==> src/rtl/atom_ps2_keymatrix_pkg.sv <==
// atom_kbd_pkg: shared definitions for the Atom PS/2 key-matrix slice.
//   - PS/2 scancode constants for the prefix and control bytes
//   - key_desc_t: lookup result {valid, is_mod, mod_id, row, col}
//   - kbd_lookup(): the {ext,code} -> matrix/modifier table
//   - odd_parity_ok(): PS/2 frame parity check
// For modifiers, mod_id selects the function (shift/ctrl/rept/break).
// col[0] selects which physical key of that function was pressed.
package atom_kbd_pkg;

  localparam logic [7:0] SC_REL    = 8'hF0;
  localparam logic [7:0] SC_EXT    = 8'hE0;
  localparam logic [7:0] SC_PAUSE  = 8'hE1;
  localparam logic [7:0] SC_BAT    = 8'hAA;
  localparam logic [7:0] SC_ACK    = 8'hFA;
  localparam logic [7:0] SC_ECHO   = 8'hEE;
  localparam logic [7:0] SC_RESEND = 8'hFE;
  localparam logic [7:0] SC_ERR0   = 8'h00;
  localparam logic [7:0] SC_ERR1   = 8'hFF;

  typedef enum logic [1:0] {
    MOD_SHIFT = 2'd0,
    MOD_CTRL  = 2'd1,
    MOD_REPT  = 2'd2,
    MOD_BREAK = 2'd3
  } mod_e;

  typedef struct packed {
    logic       valid;
    logic       is_mod;
    logic [1:0] mod_id;
    logic [3:0] row;
    logic [2:0] col;
  } key_desc_t;

  // Odd parity over the eight data bits plus the parity bit.
  function automatic logic odd_parity_ok(input logic [7:0] data, input logic par);
    return ^{data, par};
  endfunction

  function automatic key_desc_t mk_key(input logic [3:0] row, input logic [2:0] col);
    return '{valid: 1'b1, is_mod: 1'b0, mod_id: 2'd0, row: row, col: col};
  endfunction

  function automatic key_desc_t mk_mod(input mod_e id, input logic phys);
    return '{valid: 1'b1, is_mod: 1'b1, mod_id: id, row: 4'd0, col: {2'b00, phys}};
  endfunction

  function automatic key_desc_t kbd_lookup(input logic ext, input logic [7:0] code);
    key_desc_t d;
    case ({ext, code})
      9'h029:  d = mk_key(4'd9, 3'd0);        // SPACE
      9'h01C:  d = mk_key(4'd1, 3'd5);        // A
      9'h032:  d = mk_key(4'd2, 3'd5);        // B
      9'h021:  d = mk_key(4'd3, 3'd5);        // C
      9'h023:  d = mk_key(4'd4, 3'd5);        // D
      9'h024:  d = mk_key(4'd5, 3'd5);        // E
      9'h02B:  d = mk_key(4'd6, 3'd5);        // F
      9'h016:  d = mk_key(4'd6, 3'd2);        // 1
      9'h01E:  d = mk_key(4'd5, 3'd2);        // 2
      9'h026:  d = mk_key(4'd4, 3'd2);        // 3
      9'h05A:  d = mk_key(4'd6, 3'd1);        // RETURN
      9'h066:  d = mk_key(4'd4, 3'd1);        // DELETE
      9'h175:  d = mk_key(4'd3, 3'd1);        // UP
      9'h174:  d = mk_key(4'd2, 3'd1);        // RIGHT
      9'h012:  d = mk_mod(MOD_SHIFT, 1'b0);   // LSHIFT
      9'h059:  d = mk_mod(MOD_SHIFT, 1'b1);   // RSHIFT
      9'h014:  d = mk_mod(MOD_CTRL,  1'b0);   // LCTRL
      9'h114:  d = mk_mod(MOD_CTRL,  1'b1);   // RCTRL
      9'h011:  d = mk_mod(MOD_REPT,  1'b0);   // LALT -> REPT
      9'h007:  d = mk_mod(MOD_BREAK, 1'b0);   // F12 -> BREAK
      default: d = '0;
    endcase
    return d;
  endfunction

endpackage

==> src/rtl/atom_ps2_keymatrix_if.sv <==
// atom_ps2_keymatrix_if: PS/2 line and PIA-side signals of the key matrix.
//   ps2_clk/ps2_data : raw keyboard lines (master -> slave)
//   row              : PIA Port A[3:0] row select (master -> slave)
//   col_n            : PIA Port B[5:0] columns, low = pressed
//   ctrl_n/shift_n   : PIA Port B[6]/[7]
//   rept_n           : PIA Port C[6]
//   break_n          : to the system reset generator
//   key_event        : one-cycle pulse on any key state change
interface atom_ps2_keymatrix_if;
  logic       ps2_clk;
  logic       ps2_data;
  logic [3:0] row;
  logic [5:0] col_n;
  logic       ctrl_n;
  logic       shift_n;
  logic       rept_n;
  logic       break_n;
  logic       key_event;

  modport slave (
    input  ps2_clk, ps2_data, row,
    output col_n, ctrl_n, shift_n, rept_n, break_n, key_event
  );

  modport master (
    output ps2_clk, ps2_data, row,
    input  col_n, ctrl_n, shift_n, rept_n, break_n, key_event
  );
endinterface

==> src/rtl/atom_ps2_keymatrix_ps2_rx.sv <==
// ps2_rx: PS/2 device-to-host byte receiver.
//   clk, reset       : system clock, async active-high reset
//   i_ps2_clk/data   : raw asynchronous PS/2 lines
//   o_byte           : last accepted byte
//   o_byte_valid     : one-cycle strobe, the cycle after the stop-bit sample
// A frame is dropped on bad parity, a low stop bit, or TIMEOUT_CYCLES
// without a falling edge while mid-frame.
module ps2_rx
  import atom_kbd_pkg::*;
#(
  parameter int SYNC_STAGES    = 2,
  parameter int TIMEOUT_CYCLES = 50000
) (
  input  logic       clk,
  input  logic       reset,
  input  logic       i_ps2_clk,
  input  logic       i_ps2_data,
  output logic [7:0] o_byte,
  output logic       o_byte_valid
);

  localparam int TW = $clog2(TIMEOUT_CYCLES);
  localparam logic [TW-1:0] TMO_LAST = TW'(TIMEOUT_CYCLES - 1);

  typedef enum logic [1:0] {
    ST_IDLE   = 2'd0,
    ST_DATA   = 2'd1,
    ST_PARITY = 2'd2,
    ST_STOP   = 2'd3
  } rx_state_e;

  logic [SYNC_STAGES-1:0] r_clk_sync;
  logic [SYNC_STAGES-1:0] r_data_sync;
  logic                   r_clk_prev;
  rx_state_e              r_state;
  logic [2:0]             r_bit_cnt;
  logic [7:0]             r_shift;
  logic                   r_par;
  logic [TW-1:0]          r_tmo;
  logic [7:0]             r_byte;
  logic                   r_byte_valid;
  logic                   w_fall;
  logic                   w_data;

  assign w_data = r_data_sync[SYNC_STAGES-1];
  assign w_fall = r_clk_prev & ~r_clk_sync[SYNC_STAGES-1];

  // Synchronise both lines; reset to the idle-high level so no false edge.
  always_ff @(posedge clk or posedge reset) begin
    if (reset) begin
      r_clk_sync  <= {SYNC_STAGES{1'b1}};
      r_data_sync <= {SYNC_STAGES{1'b1}};
      r_clk_prev  <= 1'b1;
    end else begin
      r_clk_sync  <= {r_clk_sync[SYNC_STAGES-2:0], i_ps2_clk};
      r_data_sync <= {r_data_sync[SYNC_STAGES-2:0], i_ps2_data};
      r_clk_prev  <= r_clk_sync[SYNC_STAGES-1];
    end
  end

  // Receive FSM with timeout; a falling edge takes priority over the timeout.
  always_ff @(posedge clk or posedge reset) begin
    if (reset) begin
      r_state      <= ST_IDLE;
      r_bit_cnt    <= 3'd0;
      r_shift      <= 8'h00;
      r_par        <= 1'b0;
      r_tmo        <= '0;
      r_byte       <= 8'h00;
      r_byte_valid <= 1'b0;
    end else begin
      r_byte_valid <= 1'b0;
      if (w_fall) begin
        r_tmo <= '0;
        case (r_state)
          ST_IDLE: begin
            r_bit_cnt <= 3'd0;
            r_state   <= w_data ? ST_IDLE : ST_DATA;
          end
          ST_DATA: begin
            r_shift <= {w_data, r_shift[7:1]};
            if (r_bit_cnt == 3'd7) begin
              r_state <= ST_PARITY;
            end else begin
              r_bit_cnt <= r_bit_cnt + 3'd1;
            end
          end
          ST_PARITY: begin
            r_par   <= w_data;
            r_state <= ST_STOP;
          end
          ST_STOP: begin
            if (w_data && odd_parity_ok(r_shift, r_par)) begin
              r_byte       <= r_shift;
              r_byte_valid <= 1'b1;
            end
            r_state <= ST_IDLE;
          end
          default: r_state <= ST_IDLE;
        endcase
      end else if (r_state != ST_IDLE) begin
        if (r_tmo == TMO_LAST) begin
          r_state <= ST_IDLE;
          r_tmo   <= '0;
        end else begin
          r_tmo <= r_tmo + 1'b1;
        end
      end else begin
        r_tmo <= '0;
      end
    end
  end

  assign o_byte       = r_byte;
  assign o_byte_valid = r_byte_valid;

endmodule

==> src/rtl/atom_ps2_keymatrix.sv <==
// atom_ps2_keymatrix: PS/2 keyboard to Acorn Atom 10x6 key matrix.
//   clk, reset : system clock, async active-high reset
//   bus        : atom_ps2_keymatrix_if.slave
//     - PS/2 lines in
//     - row select in
//     - col_n/ctrl_n/shift_n/rept_n/break_n/key_event out
// Decodes make/break codes into held-key state. The PIA reads columns
// combinationally from that state through the row select.
module atom_ps2_keymatrix
  import atom_kbd_pkg::*;
#(
  parameter int SYNC_STAGES    = 2,
  parameter int TIMEOUT_CYCLES = 50000,
  parameter int NUM_ROWS       = 10
) (
  input  logic                 clk,
  input  logic                 reset,
  atom_ps2_keymatrix_if.slave  bus
);

  localparam logic [3:0] ROWS_L = 4'(NUM_ROWS);

  logic [7:0]                w_byte;
  logic                      w_byte_valid;
  key_desc_t                 w_desc;
  logic [NUM_ROWS-1:0][5:0]  r_matrix;
  logic [NUM_ROWS-1:0][5:0]  w_matrix_nxt;
  // Held modifiers indexed {mod_id, physical key}.
  logic [7:0]                r_mod;
  logic [7:0]                w_mod_nxt;
  logic                      r_ext, r_rel, w_ext_nxt, w_rel_nxt;
  logic [2:0]                r_skip, w_skip_nxt;
  logic                      r_key_event;

  ps2_rx #(
    .SYNC_STAGES    (SYNC_STAGES),
    .TIMEOUT_CYCLES (TIMEOUT_CYCLES)
  ) u_rx (
    .clk          (clk),
    .reset        (reset),
    .i_ps2_clk    (bus.ps2_clk),
    .i_ps2_data   (bus.ps2_data),
    .o_byte       (w_byte),
    .o_byte_valid (w_byte_valid)
  );

  assign w_desc = kbd_lookup(r_ext, w_byte);

  // Next key/prefix state for the byte being strobed this cycle.
  always_comb begin
    w_matrix_nxt = r_matrix;
    w_mod_nxt    = r_mod;
    w_ext_nxt    = r_ext;
    w_rel_nxt    = r_rel;
    w_skip_nxt   = r_skip;
    if (w_byte_valid && (r_skip != 3'd0)) begin
      w_skip_nxt = r_skip - 3'd1;
    end else if (w_byte_valid) begin
      case (w_byte)
        SC_REL:   w_rel_nxt  = 1'b1;
        SC_EXT:   w_ext_nxt  = 1'b1;
        SC_PAUSE: w_skip_nxt = 3'd7;
        SC_BAT: begin
          w_matrix_nxt = '0;
          w_mod_nxt    = 8'h00;
          w_ext_nxt    = 1'b0;
          w_rel_nxt    = 1'b0;
        end
        SC_ACK, SC_ECHO, SC_RESEND, SC_ERR0, SC_ERR1: w_skip_nxt = r_skip;
        default: begin
          if (w_desc.valid && w_desc.is_mod) begin
            w_mod_nxt[{w_desc.mod_id, w_desc.col[0]}] = ~r_rel;
          end else if (w_desc.valid && (w_desc.row < ROWS_L)) begin
            w_matrix_nxt[w_desc.row][w_desc.col] = ~r_rel;
          end else begin
            w_mod_nxt = r_mod;
          end
          w_ext_nxt = 1'b0;
          w_rel_nxt = 1'b0;
        end
      endcase
    end else begin
      w_skip_nxt = r_skip;
    end
  end

  // Commit decoder state; key_event flags only real state changes.
  always_ff @(posedge clk or posedge reset) begin
    if (reset) begin
      r_matrix    <= '0;
      r_mod       <= 8'h00;
      r_ext       <= 1'b0;
      r_rel       <= 1'b0;
      r_skip      <= 3'd0;
      r_key_event <= 1'b0;
    end else begin
      r_matrix    <= w_matrix_nxt;
      r_mod       <= w_mod_nxt;
      r_ext       <= w_ext_nxt;
      r_rel       <= w_rel_nxt;
      r_skip      <= w_skip_nxt;
      r_key_event <= (w_matrix_nxt != r_matrix) || (w_mod_nxt != r_mod);
    end
  end

  // Zero-latency PIA read path; unpopulated rows read as all released.
  always_comb begin
    if (bus.row < ROWS_L) begin
      bus.col_n = ~r_matrix[bus.row];
    end else begin
      bus.col_n = 6'h3F;
    end
  end

  assign bus.shift_n   = ~|r_mod[1:0];
  assign bus.ctrl_n    = ~|r_mod[3:2];
  assign bus.rept_n    = ~|r_mod[5:4];
  assign bus.break_n   = ~|r_mod[7:6];
  assign bus.key_event = r_key_event;

endmodule

==> src/flat_wrapper.sv <==
// flat-port wrapper written by rule: the top's interface ports become plain ports
module atom_ps2_keymatrix_flat import atom_kbd_pkg::*;
#(
  parameter int SYNC_STAGES    = 2,
  parameter int TIMEOUT_CYCLES = 50000,
  parameter int NUM_ROWS       = 10
)
  (clk, reset, bus_ps2_clk, bus_ps2_data, bus_row, bus_col_n, bus_ctrl_n, bus_shift_n, bus_rept_n, bus_break_n, bus_key_event);
  atom_ps2_keymatrix_if bus_i ();
  input  logic clk;
  input  logic reset;
  input wire logic [$bits(bus_i.ps2_clk)-1:0] bus_ps2_clk;
  input wire logic [$bits(bus_i.ps2_data)-1:0] bus_ps2_data;
  input wire logic [$bits(bus_i.row)-1:0] bus_row;
  output wire logic [$bits(bus_i.col_n)-1:0] bus_col_n;
  output wire logic [$bits(bus_i.ctrl_n)-1:0] bus_ctrl_n;
  output wire logic [$bits(bus_i.shift_n)-1:0] bus_shift_n;
  output wire logic [$bits(bus_i.rept_n)-1:0] bus_rept_n;
  output wire logic [$bits(bus_i.break_n)-1:0] bus_break_n;
  output wire logic [$bits(bus_i.key_event)-1:0] bus_key_event;
  assign bus_i.ps2_clk = bus_ps2_clk;
  assign bus_i.ps2_data = bus_ps2_data;
  assign bus_i.row = bus_row;
  assign bus_col_n = bus_i.col_n;
  assign bus_ctrl_n = bus_i.ctrl_n;
  assign bus_shift_n = bus_i.shift_n;
  assign bus_rept_n = bus_i.rept_n;
  assign bus_break_n = bus_i.break_n;
  assign bus_key_event = bus_i.key_event;
  atom_ps2_keymatrix #(.SYNC_STAGES(SYNC_STAGES), .TIMEOUT_CYCLES(TIMEOUT_CYCLES), .NUM_ROWS(NUM_ROWS)) u_core (.clk(clk), .reset(reset), .bus(bus_i));
endmodule
==> config.mk <==
export PLATFORM = sky130hd
export DESIGN_NAME = atom_ps2_keymatrix_flat
export DESIGN_NICKNAME = d
export VERILOG_FILES = /design/src/rtl/atom_ps2_keymatrix_pkg.sv /design/src/rtl/atom_ps2_keymatrix_if.sv /design/src/rtl/atom_ps2_keymatrix_ps2_rx.sv /design/src/rtl/atom_ps2_keymatrix.sv /design/src/flat_wrapper.sv
export SDC_FILE = /design/constraint.sdc
export NUM_CORES = 1
export LEC_CHECK = 0
export BUFFER_PORTS_ARGS = -buffer_cell sky130_fd_sc_hd__buf_2
export CAP_MARGIN = 20
export CORE_ASPECT_RATIO = 1.4
export CORE_MARGIN = 2
export CORE_UTILIZATION = 35
export CTS_CLUSTER_DIAMETER = 200
export DETAILED_ROUTE_END_ITERATION = 8
export GPL_TIMING_DRIVEN = 0
export HOLD_SLACK_MARGIN = 0.15
export PLACE_DENSITY_LB_ADDON = 0.25
export SLEW_MARGIN = 20
export SYNTH_ARGS = -nofsm -noshare
export SYNTH_HDL_FRONTEND = slang
export SYNTH_SLANG_ARGS = --single-unit
==> constraint.sdc <==
create_clock -name clk -period 4.3 [get_ports clk]
set_clock_uncertainty 0.15 [all_clocks]
set_input_delay 0.86 -clock clk [delete_from_list [all_inputs] [get_ports clk]]
set_output_delay 0.86 -clock clk [all_outputs]
set_load 0.02 [all_outputs]
==> flow_summary_export.csv <==
group,metric,value,unit
layout,antenna_diode_count,0,
critical_path,end_kind,"output port",
drt,wire_per_inst,19.2,µm
critical_path,critical_path_required,3290,ps
pwr,power.leakage,3.32,nW
sta,rsz0062_at_grt,"false",
cts,cts_tree,"yes",
critical_path,worst_setup_path_start_kind,"input port",
placed_design,port-buffer-count,17,
critical_path,critical_path_arrival,2810,ps
global_routing,via_count_of_the_first_global_routing_pass,5278,
critical_path,critical-path-slowest-cell,"sky130_fd_sc_hd__clkbuf_1",
global_routing,grt_first_pass_wirelength,28.6,mm
global_routing,maximum_number_of_pins_on_one_net_before_global_route_repair,77,
logic_synthesis,syn-instance-count,621,
sta,fin_crit_sh,0.889,
sta,report.final.hold_viol_count,0,
cts,post_cts_buffers,0,
placed_design,placedInstanceArea,6840,µm²
worst_hold_path,hp-class,"register to register",
drt,vias,5023,
cts,cts_hold_bufs,0,
placed_design,dpl.cell_count,879,
sta,maxClockFrequency,0.262,GHz
die,placementRows,58,
layout,finalCoreUtilization,0.411,
die,initial_utilization,0.357,
pwr,pwr_density_cell,426,nW/µm²
pwr,worst_ir_drop_vdd,0.250,mV
logic_synthesis,count_leader_synth,"sky130_fd_sc_hd__dfrtp_1",
logic_synthesis,synth_commonest_cells,"113 x sky130_fd_sc_hd__dfrtp_1, 55 x sky130_fd_sc_hd__nor2b_1, 49 x sky130_fd_sc_hd__nor2_1, 45 x sky130_fd_sc_hd__nand2_1, 30 x sky130_fd_sc_hd__o21ai_0",
drt,antenna_violating_nets_post_route,0,
logic_synthesis,synth-seq-cells,118,
critical_path,cp_slowest_stage_delay,530,ps
die,chipWidth,119,µm
logic_synthesis,synth_top_flop_cell,"sky130_fd_sc_hd__dfrtp_1",
critical_path,critical_path.reg2reg.startpoint,"u_core.r_skip[0]",
critical_path,cpMostUsedCell,"sky130_fd_sc_hd__buf_2",
cts,clock_tree.buffer_depth,2,
status,status,"completed",
cts,cts-buffers-inserted,17,
logic_synthesis,synth_sequential_area_ratio,0.461,
layout,final-instance-count-excl-fill,911,
cts,cts.htree.levels,4,
drt,remaining_drc_errors,0,
logic_synthesis,synth_async_sr_flop_share,1.00,
pwr,clkPwrFrac,0.422,
die,io_pins,19,
layout,area.growth.synth_to_final,15.2,%
global_routing,initial_antenna_violation_count,0,
layout,layout.cell_area.non_filler,7400,µm²
global_routing,globalRoute.totalOverflow,0,
sta,holdWs,204,ps
logic_synthesis,postSynthNetCount,638,
pwr,design_power_total,3.15,mW
global_routing,global_route.usage.total,0.191,
critical_path,worst-r2r-cell-count,10,
pwr,p_switching,0.919,mW
logic_synthesis,netlist-cell-type-count,77,
critical_path,regToRegEndpoint,"u_core.bus.key_event",
logic_synthesis,netlist.top_cell.by_area,"sky130_fd_sc_hd__dfrtp_1",
layout,final_nets,675,
cts,path_clk_slew,50,ps
logic_synthesis,synthDominantCellAreaShare,0.440,
sta,layout_min_cycle_time,3820,ps
pwr,p_int,2.23,mW
cts,clock-root-buffer,"sky130_fd_sc_hd__clkbuf_16",
critical_path,reg2reg_slack,870,ps
worst_hold_path,min_delay_path_depth,0,
logic_synthesis,synth_top_cells_by_area,"sky130_fd_sc_hd__dfrtp_1 44%, sky130_fd_sc_hd__nor2b_1 5.4%, sky130_fd_sc_hd__mux2_2 4.2%",
critical_path,worstPathCellList,"clkbuf_1 -> buf_2 -> mux2_2 -> a221oi_1 -> a21o_1 -> buf_2",
sta,maxSlewHeadroom,0.406,
logic_synthesis,synth-edff-count,0,
sta,worst-slew-pin-transition,878,ps
logic_synthesis,syn_avg_cell_area,10.3,µm²
pwr,share_comb_of_total_power,0.175,
sta,setup-violations-final,0,
cts,cts_sinks,118,
drt,drt_wl_total,17.5,mm
pwr,sequentialPowerShare,0.404,
drt,first_iter_violations,335,
logic_synthesis,yosys_warnings,0,
die,die-area,19500,µm²
flow_run,maxCapViolCount,0,
placed_design,dp_hpwl,12.8,mm
placed_design,place_congestion,0.961,
die,floorplan.die.height,164,µm
drt,avgViaCountPerCell,5.51,
critical_path,worstPathMaxFanout,10,
layout,drive_above_1_share,0.186,
die,placeableCoreArea,18000,µm²
critical_path,timing.setup.critical_path_class,"input port to output port",
sta,final-max-slew-violation-count,0,
worst_hold_path,endpoint_worst_hold,"u_core.u_rx.r_data_sync[1]",
worst_hold_path,hp-start,"u_core.u_rx.r_data_sync[0]",
cts,cts_resized,0,
drt,detail_route.first_pass.iterations,4,
cts,worstSkewPairLatency,420,ps
pwr,power.share.switching,0.292,
logic_synthesis,syn_area,6420,µm²
-- metrics by stage --
stage          TNS (ps)  setup slack, ps
2_1_floorplan         0              169
3_3_place_gp    -126010            -1120
3_5_place_dp          0              418
4_1_cts               0              417
5_1_grt               0              282
6_report              0              479
-- layout make-up --
cell class              count  area [µm²]
clock inverters            12         105
inverters                  17        68.8
multi-input cells         454        3230
well taps                 240         300
flip-flops and latches    118        2960
repair buffers             18         113
plain buffers              32         171
clock buffers              20         457
fillers                  1823       10600
-- worst max-delay path, delay by kind of cell --
kind	cells	cell delay [ps]
buffers and inverters	3	1110
muxes	1	400
AOI/OAI and AO/OA	2	440
-- cells by family (layout without fill, tap and decap cells) --
kind of cell	Yosys count	after routing	share of synthesized area
AOI/OAI and AO/OA	114	114	0.124
xor gates and xnor gates	22	22	0.0300
adders and majority gates	9	9	0.0175
buffers and inverters	49	99	0.0366
DFF	118	118	0.461
muxes	37	37	0.0857
and+or+nand+nor	272	272	0.246
-- registers in the layout (all words and copies together), names as in the netlist --
signal	cells
u_core.r_matrix	60
u_core.u_rx.r_tmo	16
u_core.r_mod	8
u_core.u_rx.o_byte	8
u_core.u_rx.r_shift	8
u_core.r_skip	3
u_core.u_rx.r_bit_cnt	3
u_core.u_rx.r_clk_sync	2
u_core.u_rx.r_data_sync	2
u_core.u_rx.r_state	2
u_core.bus.key_event	1
u_core.r_ext	1
u_core.r_rel	1
u_core.u_rx.o_byte_valid	1
u_core.u_rx.r_clk_prev	1
u_core.u_rx.r_par	1
-- layer usage --
metal | GRT usage | part of all wire | vias to the layer above
met5 | 0 | 0 | -
met4 | 0.127 | 0.054 | 0
met3 | 0.0413 | 0.034 | 52
met2 | 0.343 | 0.53 | 133
met1 | 0.201 | 0.38 | 2496
li1 | - | - | 2342
-- power groups by stage --
stage / Clock, mW / Sequential (mW) / Combinational [mW]
2_1_floorplan: 0 / 1.26 / 0.423
3_3_place_gp: 0 / 1.28 / 0.532
3_5_place_dp: 0 / 1.29 / 0.545
4_1_cts: 1.36 / 1.27 / 0.553
5_1_grt: 1.42 / 1.29 / 0.611
6_report: 1.33 / 1.27 / 0.551
-- layout by cell type, fill, tap and decap left out, drive strengths merged, types with 5 or more instances in the layout --
master and n:
and2 8, nor2b 55, buf 33, clkinv 6, nand4 13, mux2 24, o21ai 30, inv 17
a221oi 7, a21o 8, nor2 51, nand3 25, xnor2 13, xor2 9, nand2b 6, nand2 45
nor4 18, dfstp 5, a22o 14, ha 9, and3 11, nor3 12, mux4 12, dfrtp 113
and4 5, a21oi 17, clkinvlp 5, clkbuf 37
-- worst max path at each step --
stage	start	endpoint	cells past startpoint
6_report	bus_row[0]	bus_col_n[0]	6
5_1_grt	bus_row[0]	bus_col_n[4]	6
4_1_cts	bus_row[0]	bus_col_n[0]	6
3_5_place_dp	bus_row[0]	bus_col_n[0]	6
3_3_place_gp	reset	u_core.r_matrix[36]	2
2_1_floorplan	reset	u_core.bus.key_event	1
Power figures use the tool's default switching activity.
